<file path="config.mk">
export PLATFORM = sky130hd
export DESIGN_NAME = cmp3_slice
export DESIGN_NICKNAME = d
export VERILOG_FILES = /design/src/rtl/vital_pkg.sv /design/src/rtl/vital_threshold_checker_cmp3_slice.sv
export SDC_FILE = /design/constraint.sdc
export NUM_CORES = 1
export LEC_CHECK = 0
export ABC_CLOCK_PERIOD_IN_PS = 1200
export BUFFER_PORTS_ARGS = -buffer_cell sky130_fd_sc_hd__buf_2
export CAP_MARGIN = 0
export CELL_PAD_IN_SITES_DETAIL_PLACEMENT = 1
export CELL_PAD_IN_SITES_GLOBAL_PLACEMENT = 1
export CORE_AREA = 3 3 40 42
export DETAILED_ROUTE_END_ITERATION = 12
export DIE_AREA = 0 0 43 45
export GPL_ROUTABILITY_DRIVEN = 0
export PLACE_DENSITY_LB_ADDON = 0.3
export SYNTH_ARGS = -nofsm -noshare
export SYNTH_HDL_FRONTEND = slang
export SYNTH_SLANG_ARGS = --single-unit
export TNS_END_PERCENT = 5
</file>
<file path="constraint.sdc">
create_clock -name vclk -period 1.2
set_input_delay 0.12 -clock vclk [all_inputs]
set_output_delay 0.12 -clock vclk [all_outputs]
set_load 0.02 [all_outputs]
</file>
<file path="src/rtl/vital_pkg.sv">
// rtl/vital_pkg.sv - shared types and constants for the vital threshold checker
package vital_pkg;

  localparam int SLICE_W = 3;

  typedef enum logic [1:0] {
    S_IDLE   = 2'd0,
    S_CMP_LO = 2'd1,
    S_CMP_HI = 2'd2,
    S_DONE   = 2'd3
  } vtc_state_t;

  typedef struct packed {
    logic l;
    logic e;
    logic g;
  } casc_t;

  localparam casc_t CASC_INIT = '{l: 1'b0, e: 1'b1, g: 1'b0};

endpackage

</file>
<file path="src/rtl/vital_threshold_checker_cmp3_slice.sv">
// rtl/vital_threshold_checker_cmp3_slice.sv - 3-bit cascadable magnitude comparator slice
module cmp3_slice
  import vital_pkg::*;
(
  input  logic [SLICE_W-1:0] i_a,
  input  logic [SLICE_W-1:0] i_b,
  input  logic               i_l,
  input  logic               i_e,
  input  logic               i_g,
  output logic               o_lt,
  output logic               o_et,
  output logic               o_gt
);

  // Local difference wins; on equality the lower-order verdict passes through
  always_comb begin
    o_lt = i_l;
    o_et = i_e;
    o_gt = i_g;
    if (i_a > i_b) begin
      o_lt = 1'b0;
      o_et = 1'b0;
      o_gt = 1'b1;
    end else if (i_a < i_b) begin
      o_lt = 1'b1;
      o_et = 1'b0;
      o_gt = 1'b0;
    end
  end

endmodule

</file>
# --- After elaboration in Yosys (flattened, before gate mapping) ---
# Cells that the tools add are included.
totals:
  register_bits: 0
  in_bits: 9
op_classes:
  n_lt_le_gt_ge: 2
  muxes: 6
op_table:
  columns: ["op", "n"]
  rows:
  - ["two-way mux 1 bit", 6]
  - ["> comparator 3 bit", 1]
  - ["< comparator 3 bit", 1]

# --- Longest topological paths before layout ---
depth:
  depth_word: 3
  mapped_depth: 4

# --- Worst setup path after synthesis ---
# OpenSTA, ideal clock, no wires.
synth_timing:
  path_kind: "input to output"
  start: "input port i_b[2]"
  end: "output port o_gt"
  arrival_ns: 0.968
  slack_ns: 0.112
  cell_stages: 4
  path_cell_list: "inv_1 > ha_1 > nand3b_1 > a2bb2oi_1"
synth_between:
  elab_chain_cells: 3
  elab_cells_between_ends: 4
  cone_classes: "order compare: 2; mux: 2"
synth_rtl:
  columns: ["element", "line", "rtl"]
  rows:
  - ["start, declared", "vital_threshold_checker_cmp3_slice.sv:6", "input logic [SLICE_W-1:0] i_b,"]
  - ["< comparator 3 bit", "vital_threshold_checker_cmp3_slice.sv:24", "end else if (i_a < i_b) begin"]
  - ["two-way mux 1 bit", "vital_threshold_checker_cmp3_slice.sv:24", null]
  - ["two-way mux 1 bit *", "vital_threshold_checker_cmp3_slice.sv:20", "if (i_a > i_b) begin"]
  - ["end, declared", "vital_threshold_checker_cmp3_slice.sv:12", "output logic o_gt"]
# Every way passes the cells marked *; elsewhere a longest branch is shown, timed or not.

# --- Worst setup path after layout ---
layout_timing:
  start: "input port i_b[1]"
  end: "output port o_gt"
# The elaborated chain is that of the path after synthesis.

==> reports/qor.json <==
{
  "port_buffers": {"value": 12},
  "timing.hold.worst_path_depth": {"value": 4},
  "status": {"value": "complete, no violations"},
  "p_leak": {"value": 0.108, "unit": "nW"},
  "totalNegativeSetupSlack": {"value": 0, "unit": "ns"},
  "wl_per_cell": {"value": 8.73, "unit": "µm"},
  "final_cells": {"value": 41},
  "synth_nets": {"value": 26},
  "irDropWorstVdd": {"value": 0.0000739, "unit": "V"},
  "power": {"value": 0.0907, "unit": "mW"},
  "final_cell_area": {"value": 199, "unit": "µm²"},
  "crit_fanout": {"value": 3},
  "drv_cap": {"value": 0},
  "ctsHoldBuffers": {"value": 0},
  "worst-setup-path-type": {"value": "input port to primary output"},
  "fp_rows": {"value": 13},
  "placed_instance_area": {"value": 178, "unit": "µm²"},
  "core-area": {"value": 1280, "unit": "µm²"},
  "number_of_antenna_violations_at_the_first_check_in_global_routing": {"value": 0},
  "grt_first_pass_wirelength": {"value": 538, "unit": "µm"},
  "dieWidth": {"value": 43, "unit": "µm"},
  "drc": {"value": 0},
  "worstHoldPathType": {"value": "input port to primary output"},
  "fin_crit_sh": {"value": 0.932},
  "final_hold_viol_count": {"value": 0},
  "holdCritStartpoint": {"value": "i_l"},
  "layout.cells.most_common": {"value": "sky130_fd_sc_hd__buf_2"},
  "drt_wl_total": {"value": 358, "unit": "µm"},
  "syn_area": {"value": 98.8, "unit": "µm²"},
  "dp_slack": {"value": -0.0900, "unit": "ns"},
  "synth_top_area_frac": {"value": 0.380},
  "synth.yosys.seq_area_share": {"value": 0},
  "cp-startpoint": {"value": "i_b[1]"},
  "achievable_clock_frequency": {"value": 894, "unit": "MHz"},
  "crit_path_max_incr_delay": {"value": 0.30, "unit": "ns"},
  "report.final.setup_viol": {"value": 0},
  "floorplan.die.height": {"value": 45, "unit": "µm"},
  "timing.hold.worst_endpoint": {"value": "o_lt"},
  "route.detailed.vias_per_inst": {"value": 3.73},
  "powerDensity": {"value": 456, "unit": "nW/µm²"},
  "mean_post_synth_cell_area": {"value": 7.06, "unit": "µm²"},
  "firstDrtPassIters": {"value": 2},
  "rsz0062_at_grt": {"value": "false"},
  "dr.first_iter.drc_count": {"value": 1},
  "synth.largest_area_cell": {"value": "sky130_fd_sc_hd__ha_1"},
  "critPathArrivalTime": {"value": 1.00, "unit": "ns"},
  "post_route_cells_drive_above_1_share": {"value": 0.538},
  "io_pins": {"value": 12},
  "cp-start-kind": {"value": "input port"},
  "post_cts.repair.setup_buffers": {"value": 0},
  "synth-warning-count": {"value": 0},
  "worst_setup_slack_after_layout": {"value": 0.0820, "unit": "ns"},
  "layout.cells.most_common_list": {"value": "sky130_fd_sc_hd__buf_2, sky130_fd_sc_hd__inv_1, sky130_fd_sc_hd__ha_1, sky130_fd_sc_hd__buf_4"},
  "timing.critical_path.cells": {"value": "buf_2, inv_1, ha_1, nand3b_1, a2bb2oi_1, buf_4"},
  "drt.antenna.violating_nets": {"value": 0},
  "antenna_cells": {"value": 0},
  "first_global_vias": {"value": 153},
  "critPathSlowestCell": {"value": "sky130_fd_sc_hd__ha_1"},
  "fill_cells": {"value": 159},
  "finalMaxSlewViolations": {"value": 0},
  "initial_core_util": {"value": 0.0769},
  "post-place-cells": {"value": 41},
  "cell_count_after_synthesis": {"value": 14},
  "flops_and_latches": {"value": 0},
  "final_core_occ": {"value": 0.155},
  "vias": {"value": 153},
  "globalRouteOverflowTotal": {"value": 0},
  "worst-endpoint-required": {"value": 1.08, "unit": "ns"},
  "layout_min_cycle_time": {"value": 1.12, "unit": "ns"},
  "tightest_slew": {"value": 0.164, "unit": "ns"},
  "hold-worst-slack": {"value": 0.583, "unit": "ns"},
  "crit_path_end_kind": {"value": "primary output"},
  "flip_flop_and_latch_area": {"value": 0, "unit": "µm²"},
  "clock_buffer_count": {"value": 0},
  "grt_max_degree": {"value": 5},
  "synthDistinctLibCells": {"value": 8},
  "max-slew-margin-rel": {"value": 0.891},
  "nNetsFinal": {"value": 40},
  "synth_area_leaders": {"value": "sky130_fd_sc_hd__ha_1, sky130_fd_sc_hd__inv_1, sky130_fd_sc_hd__a21oi_1, sky130_fd_sc_hd__a2bb2oi_1, sky130_fd_sc_hd__o2bb2ai_1"},
  "grt.total_usage": {"value": 0.0340},
  "design.die.area": {"value": 1940, "unit": "µm²"},
  "area_growth": {"value": 101, "unit": "%"}
}
[final cells by class]
class	count	area [µm²]	share of cell area
tap	15	18.8	0.0943
timing repair buffer	12	65.1	0.327
inverter	4	15.0	0.0755
multi-input combinational	10	100	0.503
[layer usage]
metal,wire (µm),GRT usage
met1,159,0.0476
met2,143,0.0509
met3,54,0.0159
met4,0,0
met5,0,0
[worst max path at each step]
| stage | slack (ns) | end | cells after the start |
|---|---|---|---|
| after floorplan | 0.11 | o_gt | 4 |
| after global placement | -0.07 | o_lt | 5 |
| after detailed placement | -0.09 | o_lt | 5 |
| after CTS | 0.009 | o_lt | 5 |
| after global routing | 0.005 | o_gt | 6 |
| final | 0.08 | o_gt | 6 |
[logic make-up (layout without fill, tap and decap cells)]
group,after synthesis,after routing,share of synthesized area
adders and majority gates,3,3,0.380
AOI/OAI and AO/OA,4,4,0.279
buffers and inverters,4,16,0.152
and+or+nand+nor,3,3,0.190
[Yosys cell counts]
cell type / instances
sky130_fd_sc_hd__a21oi_1: 2
sky130_fd_sc_hd__a2bb2oi_1: 1
sky130_fd_sc_hd__ha_1: 3
sky130_fd_sc_hd__inv_1: 4
sky130_fd_sc_hd__nand3_1: 1
sky130_fd_sc_hd__nand3b_1: 1
sky130_fd_sc_hd__nand4_1: 1
sky130_fd_sc_hd__o2bb2ai_1: 1
[critical path: cells and delay by family]
kind / cells / cell delay [ns]
and+or+nand+nor: 1 / 0.13
AOI/OAI and AO/OA: 1 / 0.17
adders and majority gates: 1 / 0.30
buffers and inverters: 3 / 0.28
[power breakdown]
group | internal (mW) | switching [mW]
clock network | 0 | 0
logic | 0.0454 | 0.0453
registers | 0 | 0
total | 0.0454 | 0.0453
[what timing repair did]
item / in CTS / in global routing
pin swaps: 1 / 0
setup endpoints to repair: 3 / 3
resized for setup: 2 / 2
Note: power is estimated with default switching activity, not from simulation.
